===== src/rtl/shifter_pkg.sv =====
// Shared types for the sequential shifter: operation codes, FSM states and a
// helper that sizes the per-cycle shift-amount field.
package shifter_pkg;

  typedef enum logic [1:0] {
    OP_SLL = 2'b00,
    OP_SRL = 2'b01,
    OP_SRA = 2'b10,
    OP_ROL = 2'b11
  } shift_op_t;

  typedef enum logic [1:0] {
    S_IDLE  = 2'b00,
    S_SHIFT = 2'b01,
    S_DONE  = 2'b10
  } shift_state_t;

  // Bits needed to hold a per-cycle shift amount in 0..step.
  function automatic int step_width(input int step);
    return (step < 1) ? 1 : $clog2(step + 1);
  endfunction

endpackage


===== src/rtl/seq_shifter_shift_step.sv =====
// Combinational single step: shifts acc_i by k_i (0..STEP) bits using op_i.
// ROL is only built when SEQ_SHIFTER_ROTATE_EN is defined; otherwise op=11 acts as SLL.
module shift_step
  import shifter_pkg::*;
#(
  parameter int N    = 32,
  parameter int STEP = 1
) (
  input  logic [N-1:0]                 acc_i,
  input  shift_op_t                    op_i,
  input  logic [step_width(STEP)-1:0]  k_i,
  output logic [N-1:0]                 acc_o
);

`ifdef SEQ_SHIFTER_ROTATE_EN
  logic [2*N-1:0] rot_w;
`endif

  always_comb begin
    acc_o = acc_i << k_i;
`ifdef SEQ_SHIFTER_ROTATE_EN
    rot_w = {acc_i, acc_i} << k_i;
`endif
    case (op_i)
      OP_SRL: acc_o = acc_i >> k_i;
      // Arithmetic shift keeps the MSB, so repeated steps replicate the original sign.
      OP_SRA: acc_o = $unsigned($signed(acc_i) >>> k_i);
`ifdef SEQ_SHIFTER_ROTATE_EN
      OP_ROL: acc_o = rot_w[2*N-1:N];
`endif
      default: acc_o = acc_i << k_i;
    endcase
  end

endmodule


===== src/rtl/seq_shifter.sv =====
// Multi-cycle shifter: start/done handshake, up to STEP bits per cycle.
// Optional rotate support via `define SEQ_SHIFTER_ROTATE_EN.
//
// Handshake: start is accepted on a rising edge only while the FSM is IDLE
// (busy=0, done=0); busy is high through SHIFT, done pulses for one cycle with
// dout valid, and dout holds until the next completed request.
module seq_shifter
  import shifter_pkg::*;
#(
  parameter int N    = 32,
  parameter int STEP = 1
) (
  input  logic                  clk,
  input  logic                  reset,
  input  logic                  start,
  input  logic [1:0]            op,
  input  logic [N-1:0]          din,
  input  logic [$clog2(N)-1:0]  shamt,
  output logic                  busy,
  output logic                  done,
  output logic [N-1:0]          dout,
  output shift_state_t          dbg_state
);

  localparam int SW = $clog2(N);
  localparam int KW = step_width(STEP);
  localparam logic [SW-1:0] STEP_W = SW'(STEP);

  shift_state_t   state_q, state_d;
  shift_op_t      op_q, op_d;
  logic [N-1:0]   acc_q, acc_d;
  logic [SW-1:0]  rem_q, rem_d;
  logic [N-1:0]   dout_q, dout_d;
  logic [KW-1:0]  k;
  logic [N-1:0]   acc_shifted;

  always_comb begin
    k = (rem_q > STEP_W) ? KW'(STEP) : rem_q[KW-1:0];
  end

  shift_step #(
    .N    (N),
    .STEP (STEP)
  ) u_step (
    .acc_i (acc_q),
    .op_i  (op_q),
    .k_i   (k),
    .acc_o (acc_shifted)
  );

  always_comb begin
    state_d = state_q;
    op_d    = op_q;
    acc_d   = acc_q;
    rem_d   = rem_q;
    dout_d  = dout_q;
    case (state_q)
      S_IDLE: begin
        if (start) begin
          acc_d   = din;
          op_d    = shift_op_t'(op);
          rem_d   = shamt;
          state_d = S_SHIFT;
        end
      end
      S_SHIFT: begin
        if (rem_q != '0) begin
          acc_d = acc_shifted;
          rem_d = rem_q - SW'(k);
        end else begin
          dout_d  = acc_q;
          state_d = S_DONE;
        end
      end
      // Any start arriving during DONE is dropped; the FSM always returns to IDLE.
      S_DONE:  state_d = S_IDLE;
      default: state_d = S_IDLE;
    endcase
  end

  always_ff @(posedge clk) begin
    if (reset) begin
      state_q <= S_IDLE;
      op_q    <= OP_SLL;
      acc_q   <= '0;
      rem_q   <= '0;
      dout_q  <= '0;
    end else begin
      state_q <= state_d;
      op_q    <= op_d;
      acc_q   <= acc_d;
      rem_q   <= rem_d;
      dout_q  <= dout_d;
    end
  end

  assign busy      = (state_q == S_SHIFT);
  assign done      = (state_q == S_DONE);
  assign dout      = dout_q;
  assign dbg_state = state_q;

endmodule


===== config.mk =====
export PLATFORM = sky130hd
export DESIGN_NAME = seq_shifter
export DESIGN_NICKNAME = d
export VERILOG_FILES = /design/src/rtl/shifter_pkg.sv /design/src/rtl/seq_shifter_shift_step.sv /design/src/rtl/seq_shifter.sv
export SDC_FILE = /design/constraint.sdc
export NUM_CORES = 1
export LEC_CHECK = 0
export ABC_AREA = 1
export BUFFER_PORTS_ARGS = -buffer_cell sky130_fd_sc_hd__clkbuf_2
export CORE_MARGIN = 1
export CORE_UTILIZATION = 60
export DETAILED_ROUTE_END_ITERATION = 7
export GPL_TIMING_DRIVEN = 0
export PLACE_DENSITY = 0.85
export SYNTH_ARGS = -nofsm -noshare
export SYNTH_HDL_FRONTEND = slang
export SYNTH_HIERARCHICAL = 1
export SYNTH_SLANG_ARGS = --single-unit

===== constraint.sdc =====
create_clock -name clk -period 3 [get_ports clk]
set_clock_uncertainty 0.05 [all_clocks]
set_input_delay 0.45 -clock clk [delete_from_list [all_inputs] [get_ports clk]]
set_output_delay 0.45 -clock clk [all_outputs]
set_load 0.03 [all_outputs]

==> results of run 1 <==
layout by cell type, fill, tap and decap left out, types with 2 or more instances in the layout:
cell        instances
a21oi_1             2
buf_2              18
buf_4               5
buf_6               9
clkbuf_1            7
clkbuf_2           77
clkbuf_8            9
clkinvlp_4          4
dfxtp_1            73
ha_1                3
inv_1              28
inv_2               3
inv_6               2
mux2i_1            15
nand2_1           231
nand2_2            11
nand2_4             3
nand3_1            71
nor2_1             73
nor2_4              2
o21ai_0            43
o21ai_1             6
o21ai_2            10
report_power, final:
group / total (uW) / switching (uW) / internal, uW / leakage, uW
clock: 701 / 400 / 301 / 0.0000749
sequential: 1270 / 145 / 1120 / 0.000598
combinational: 1420 / 957 / 460 / 0.00197
routing by layer:
metal	global-route usage, %	vias to the layer above	part of all wire [%]	routed length (um)
li1	-	2149	-	-
met1	39.69	2009	43	4606
met2	53.14	213	47	5036
met3	4.523	43	7.4	804
met4	15.41	0	3.3	360
met5	0	-	0	0
worst max-delay path: cells and delay by family, from the launching register on:
family | cells | cell delay, ps
buffers and inverters | 3 | 600
and+or+nand+nor | 1 | 170
DFF | 1 | 430
worst max-delay path by stage:
| stage | start | cells past startpoint | end | slack [ps] |
|---|---|---|---|---|
| 2_1_floorplan | op_q[0] | 11 | acc_q[6] | 1360 |
| 3_3_place_gp | op_q[0] | 11 | acc_q[9] | 1220 |
| 3_5_place_dp | op_q[0] | 11 | acc_q[9] | 1170 |
| 4_1_cts | dbg_state[0] | 4 | busy | 940 |
| 5_1_grt | dbg_state[0] | 4 | busy | 870 |
| 6_report | dbg_state[0] | 4 | busy | 940 |
layout make-up:
type | instances | area share [%]
tap | 77 | 2.032
timing repair buffer | 77 | 8.127
clock inverter | 6 | 0.9235
inverter | 33 | 2.770
clock buffer | 10 | 2.691
sequential | 73 | 30.82
buffer | 39 | 5.383
multi-input combinational | 479 | 47.26
through the flow:
step	cells	utilization (%)	worst slack (ps)	hold WS, ps
after global routing	794	73.42	867.0	313.4
after detailed placement	778	70.77	1172	400.3
after global placement	778	70.77	1222	392.3
after CTS	794	73.42	936.1	296.4
final	794	73.42	942.2	294.2
after floorplan	624	-	1357	378.3
registers in the layout (all words and copies together), names as in the netlist:
name,cells
acc_q,32
dbg_state,2
dout,32
op_q,2
rem_q,5
logic make-up (layout without fill, tap and decap cells):
group / count (synthesis) / count (layout) / share of synthesized area (%)
and+or+nand+nor: 397 / 397 / 41.28
DFF: 73 / 73 / 35.74
buffers and inverters: 72 / 165 / 9.456
AOI/OAI and AO/OA: 63 / 63 / 8.721
muxes: 15 / 15 / 3.672
adders and majority gates: 3 / 3 / 0.9181
xor gates and xnor gates: 1 / 1 / 0.2142
==> flow_summary_export.csv, run 1 <==
group,metric,value,unit
critical_path,cp-end-kind,"output port",
place,hpwl,7648,um
global_route,grt_max_degree,14,
global_route,grt_usage,31.55,%
drt,first_pass_iters,7,
hold_path,min_path_type,"in2reg",
clock_network,worstSkewPairLatency,360,ps
global_route,grt.overflow.total,0,
synthesis,yosys-top-cells-area,"dfxtp_1 36%, nand2_1 21%, nand3_1 8.7%",
floorplan,fp.dieW,84.55,um
synthesis,syn_avg_cell_area,6.553,sq um
floorplan,die-area,0.007149,sq mm
critical_path,rrSetupSlack,1130,ps
status,status,"finished, violations left",
timing,timing_hold_violations_final,0,
critical_path,r2r_end,"acc_q[23]",
critical_path,crit_path_max_incr_delay,430,ps
critical_path,worst_ep_arrival_time,1560,ps
synthesis,seq_area_frac_synth,35.74,%
clock_network,cts_tree,"built",
synthesis,synth_common_cells,"231 x nand2_1, 73 x dfxtp_1, 73 x nor2_1, 71 x nand3_1, 43 x o21ai_0",
cells_and_area,area_growth,15.97,%
clock_network,h-tree-depth,3,
timing,drv_slew,0,
status,violations,"design-rule violations",
cells_and_area,num-fill-cells,571,
cells_and_area,seq_area,0.001461,sq mm
floorplan,die-height,84.55,um
timing,rsz0062_at_grt,"no",
clock_network,cts.path.max_buffers,2,
timing,fin_setup_tns,0,ps
pwr,power_density,713.5,mW/mm^2
cells_and_area,fin_area,0.004742,sq mm
floorplan,start_util,63.31,%
synthesis,synth.distinct_cells,31,
drt,via_count,4414,
critical_path,critPathMaxFanout,10,
synthesis,ys_ff_latch,73,
place,port_buffers,77,
cells_and_area,multi_input_area,0.002241,sq mm
pwr,ir_drop,0.4020,mV
clock_network,numCtsBuffers,9,
drt,antenna_left,0,
timing,worst_slew_pin_slew,513.7,ps
synthesis,synth_most_common_cell,"nand2_1",
global_route,grt_pass1_wl,18080,um
cells_and_area,final_nets,757,
timing,max_freq,0.4859,GHz
synthesis,syn_inst,624,
cells_and_area,drive_gt1_share,22.32,%
drt,drtIter0Drc,288,
clock_network,cts_hold_buf,0,
floorplan,core_area,0.006459,sq mm
floorplan,placement_rows,29,
hold_path,min-delay-start,"din[10]",
synthesis,synth_edf_count,0,
timing,setup_violations,0,
drt,wl_per_cell,13.61,um
clock_network,clock_sinks,73,
synthesis,syn_nets,669,
clock_network,cts_setup_buffers,0,
place,placed_area,0.004571,sq mm
critical_path,cp.required,2500,ps
synthesis,syn_area,0.004089,sq mm
clock_network,cts_resized,0,
drt,drc_errors,5,
critical_path,worstPathCellList,"nand2_4 -> inv_4 -> buf_2 -> clkbuf_2",
synthesis,async_flop_share,0,%
floorplan,boundaryPins,78,
critical_path,worstSetupPathType,"reg2out",
clock_network,clk_pin_slew,90,ps
drt,wirelength,10810,um
global_route,first_global_vias,4031,
drt,drt-vias-per-instance,5.559,
critical_path,crit_path_top_delay_cell,"dfxtp_1",
pwr,power.leakage,0.002647,uW
synthesis,synthFlopType,"dfxtp_1",
clock_network,root_buffer,"clkbuf_8",
global_route,antenna_found_initial,0,
hold_path,min_path_cells,3,
synthesis,synth_top_area_share,35.74,%
critical_path,reg2reg_from,"rem_q[3]",
critical_path,start_kind,"flop",
synthesis,yosys_warnings,6,
pwr,total_power,3384,uW
cells_and_area,diodes,0,
critical_path,r2r_cells,12,
job,max_cap_violations,0,
timing,period_share,68.59,%
place,place.gp.congestion,0.8842,
timing,layout_min_cycle_time,2058,ps
hold_path,worstHoldEndpoint,"acc_q[10]",
synthesis,synth_area_leader_cell,"dfxtp_1",
timing,slew_headroom,65.76,%
No activity file was read; power rests on OpenSTA's default activity.
==> run 2: changes to the inputs <==
--- a/config.mk
+++ b/config.mk
@@ -5,13 +5,13 @@
 export SDC_FILE = /design/constraint.sdc
 export NUM_CORES = 1
 export LEC_CHECK = 0
-export ABC_AREA = 1
+export ABC_AREA = 0
 export BUFFER_PORTS_ARGS = -buffer_cell sky130_fd_sc_hd__clkbuf_2
 export CORE_MARGIN = 1
-export CORE_UTILIZATION = 60
+export CORE_UTILIZATION = 56
 export DETAILED_ROUTE_END_ITERATION = 7
 export GPL_TIMING_DRIVEN = 0
-export PLACE_DENSITY = 0.85
+export PLACE_DENSITY = 0.81
 export SYNTH_ARGS = -nofsm -noshare
 export SYNTH_HDL_FRONTEND = slang
 export SYNTH_HIERARCHICAL = 1
==> constraint.sdc (replaced) <==
create_clock -name clk -period 2.1 [get_ports clk]
set_clock_uncertainty 0.05 [all_clocks]
set_input_delay 0.315 -clock clk [delete_from_list [all_inputs] [get_ports clk]]
set_output_delay 0.315 -clock clk [all_outputs]
set_load 0.03 [all_outputs]
==> flow_summary_export.csv, run 2 <==
group,metric,value,unit
cells_and_area,layout_commonest_cell,"nand2_1",
pwr,power_density,1108,mW/mm^2
cells_and_area,area_growth,19.67,%
critical_path,cp.required,2330,ps
clock_network,clock_sinks,73,
synthesis,synth_edf_count,0,
global_route,busiest_layer,"met2",
drt,wl_per_cell,15.47,um
critical_path,critPathMaxFanout,10,
clock_network,clk_pin_slew,80,ps
clock_network,cts_hold_buf,0,
timing,timing_hold_violations_final,0,
clock_network,cts.path.max_buffers,2,
job,max_cap_violations,0,
timing,slew_headroom,44.53,%
cells_and_area,diodes,0,
cells_and_area,fin_area,0.004925,sq mm
critical_path,r2r_cells,7,
clock_network,numCtsBuffers,9,
floorplan,placement_rows,30,
synthesis,syn_nets,553,
critical_path,cp-end-kind,"flop",
critical_path,worst_ep_arrival_time,2230,ps
drt,drc_errors,0,
hold_path,min_path_cells,3,
drt,wirelength,10770,um
clock_network,h-tree-depth,3,
critical_path,worstSetupPathType,"reg2reg",
clock_network,worstSkewPairLatency,360,ps
timing,setup_violations,0,
drt,drt-vias-per-instance,5.786,
synthesis,synthFlopType,"dfxtp_1",
critical_path,start_kind,"flop",
floorplan,start_util,59.26,%
drt,via_count,4027,
place,dp_slack,-32.45,ps
floorplan,fp.dieW,87.73,um
cells_and_area,num-fill-cells,555,
hold_path,min_path_type,"in2reg",
status,status,"complete, no violations",
floorplan,die-height,87.73,um
place,placed_area,0.004616,sq mm
timing,max_freq,0.5003,GHz
pwr,total_power,5457,uW
drt,drtIter0Drc,237,
global_route,grt_usage,29.51,%
synthesis,yosys_warnings,6,
cells_and_area,drive_gt1_share,30.33,%
global_route,first_global_vias,3773,
cells_and_area,final_nets,641,
clock_network,root_buffer,"clkbuf_8",
place,hpwl,7500,um
synthesis,seq_area_frac_synth,35.51,%
global_route,use_met3,4.053,%
timing,rsz0062_at_grt,"no",
timing,period_share,95.18,%
global_route,grt_pass1_wl,17550,um
drt,first_pass_iters,5,
pwr,ir_drop,0.5638,mV
pwr,power.leakage,0.002012,uW
synthesis,synth_top_area_share,35.51,%
global_route,grtUsageMet2,48.27,%
timing,drv_slew,0,
timing,worst_slew_pin_slew,832.1,ps
drt,antenna_left,0,
place,place.gp.congestion,0.8406,
timing,layout_min_cycle_time,1999,ps
timing,worst_slack,101.2,ps
synthesis,synth_area_leader_cell,"dfxtp_1",
global_route,antenna_found_initial,0,
floorplan,die-area,0.007696,sq mm
synthesis,synth_common_cells,"142 x nand2_1, 73 x dfxtp_1, 62 x nor2_1, 38 x a21oi_1, 32 x a311oi_2",
synthesis,syn_avg_cell_area,8.101,sq um
clock_network,cts_tree,"built",
synthesis,ys_ff_latch,73,
synthesis,synth_most_common_cell,"nand2_1",
place,place_inst,680,
global_route,grt.overflow.total,0,
synthesis,yosys-top-cells-area,"dfxtp_1 36%, nand2_1 13%, a311oi_2 12%",
cells_and_area,instances_no_fill,696,
floorplan,core_area,0.006944,sq mm
synthesis,async_flop_share,0,%
synthesis,syn_inst,508,
global_route,grt_max_degree,13,
synthesis,syn_area,0.004115,sq mm
cells_and_area,final_cell_mix,"142 x nand2_1, 78 x clkbuf_2, 71 x dfxtp_1",
global_route,met1_usage,38.14,%
floorplan,boundaryPins,78,
synthesis,synth.distinct_cells,42,
place,port_buffers,76,
==> run 2: cell count changes in the layout (fill, tap and decap cells not counted), moves of 13 or more <==
cell      before  now
a311oi_2       0   32
nand3b_1       0   13
nand3_1       71    3
o21ai_0       43    2
a21oi_1        2   38
a211oi_1       0   18
nand2_1      231  142
inv_1         28    4
==> run 2: worst paths after layout <==
| kind | startpoint | endpoint | slack, ps |
|---|---|---|---|
| max | rem_q[3] | acc_q[9] | 100 |
| min | op[0] | op_q[0] | 140 |
| max reg2reg | rem_q[3] | acc_q[9] | 100 |
| min reg2reg | dout[21] | dout[21] | 410 |
==> run 2: repair_timing <==
item / CTS / global route
resized for setup: 6 / 11
buffers inserted: 0 / 1
endpoints found under the setup margin: 14 / 31
pin swaps: 1 / 1
==> run 2: layout make-up <==
| class | count | area, sq um | area share [%] |
|---|---|---|---|
| flip-flops and latches | 73 | 1464 | 29.73 |
| repair buffers | 77 | 390.4 | 7.927 |
| multi-input cells | 383 | 2366 | 48.04 |
| clock inverters | 4 | 98.84 | 2.007 |
| well taps | 96 | 120.1 | 2.439 |
| clock buffers | 11 | 151.4 | 3.074 |
| inverters | 5 | 18.77 | 0.3811 |
| plain buffers | 47 | 315.3 | 6.402 |
==> run 2: layer usage <==
layer,vias up,wire [um]
met1,1857,4534
met5,-,0
li1,1947,-
met3,35,702
met2,188,5238
met4,0,294
==> run 2: cell families (layout without fill, tap and decap cells) <==
kind of cell               after synthesis  count (layout)  share of synthesized area [%]
muxes                                   21              21                          5.108
DFF                                     73              73                          35.51
adders and majority gates                3               3                         0.9122
AOI/OAI and AO/OA                      122             122                          26.30
buffers and inverters                   52             144                          7.753
and+or+nand+nor                        237             237                          24.41
==> run 2: metrics by stage <==
stage | util [%] | hold WS, ps | setup TNS [ps]
2_1_floorplan | - | 407.0 | 0
3_3_place_gp | 66.47 | 390.7 | 0
3_5_place_dp | 66.47 | 396.1 | -203.5
4_1_cts | 70.29 | 144.6 | 0
5_1_grt | 70.92 | 180.4 | 0
6_report | 70.92 | 144.6 | 0
==> run 2: critical path, cell delays in order (launching register included) <==
cell,delay [ps]
dfxtp_1,380
nor3_4,310
nand2_1,110
buf_2,200
clkbuf_2,240
a211oi_1,290
nand2_1,100
a311oi_2,240
==> run 2: power by group <==
group / switching [uW] / internal [uW] / total, uW
clock: 551 / 852 / 1400
combinational: 1320 / 890 / 2210
sequential: 255 / 1590 / 1840
total: 2130 / 3330 / 5460
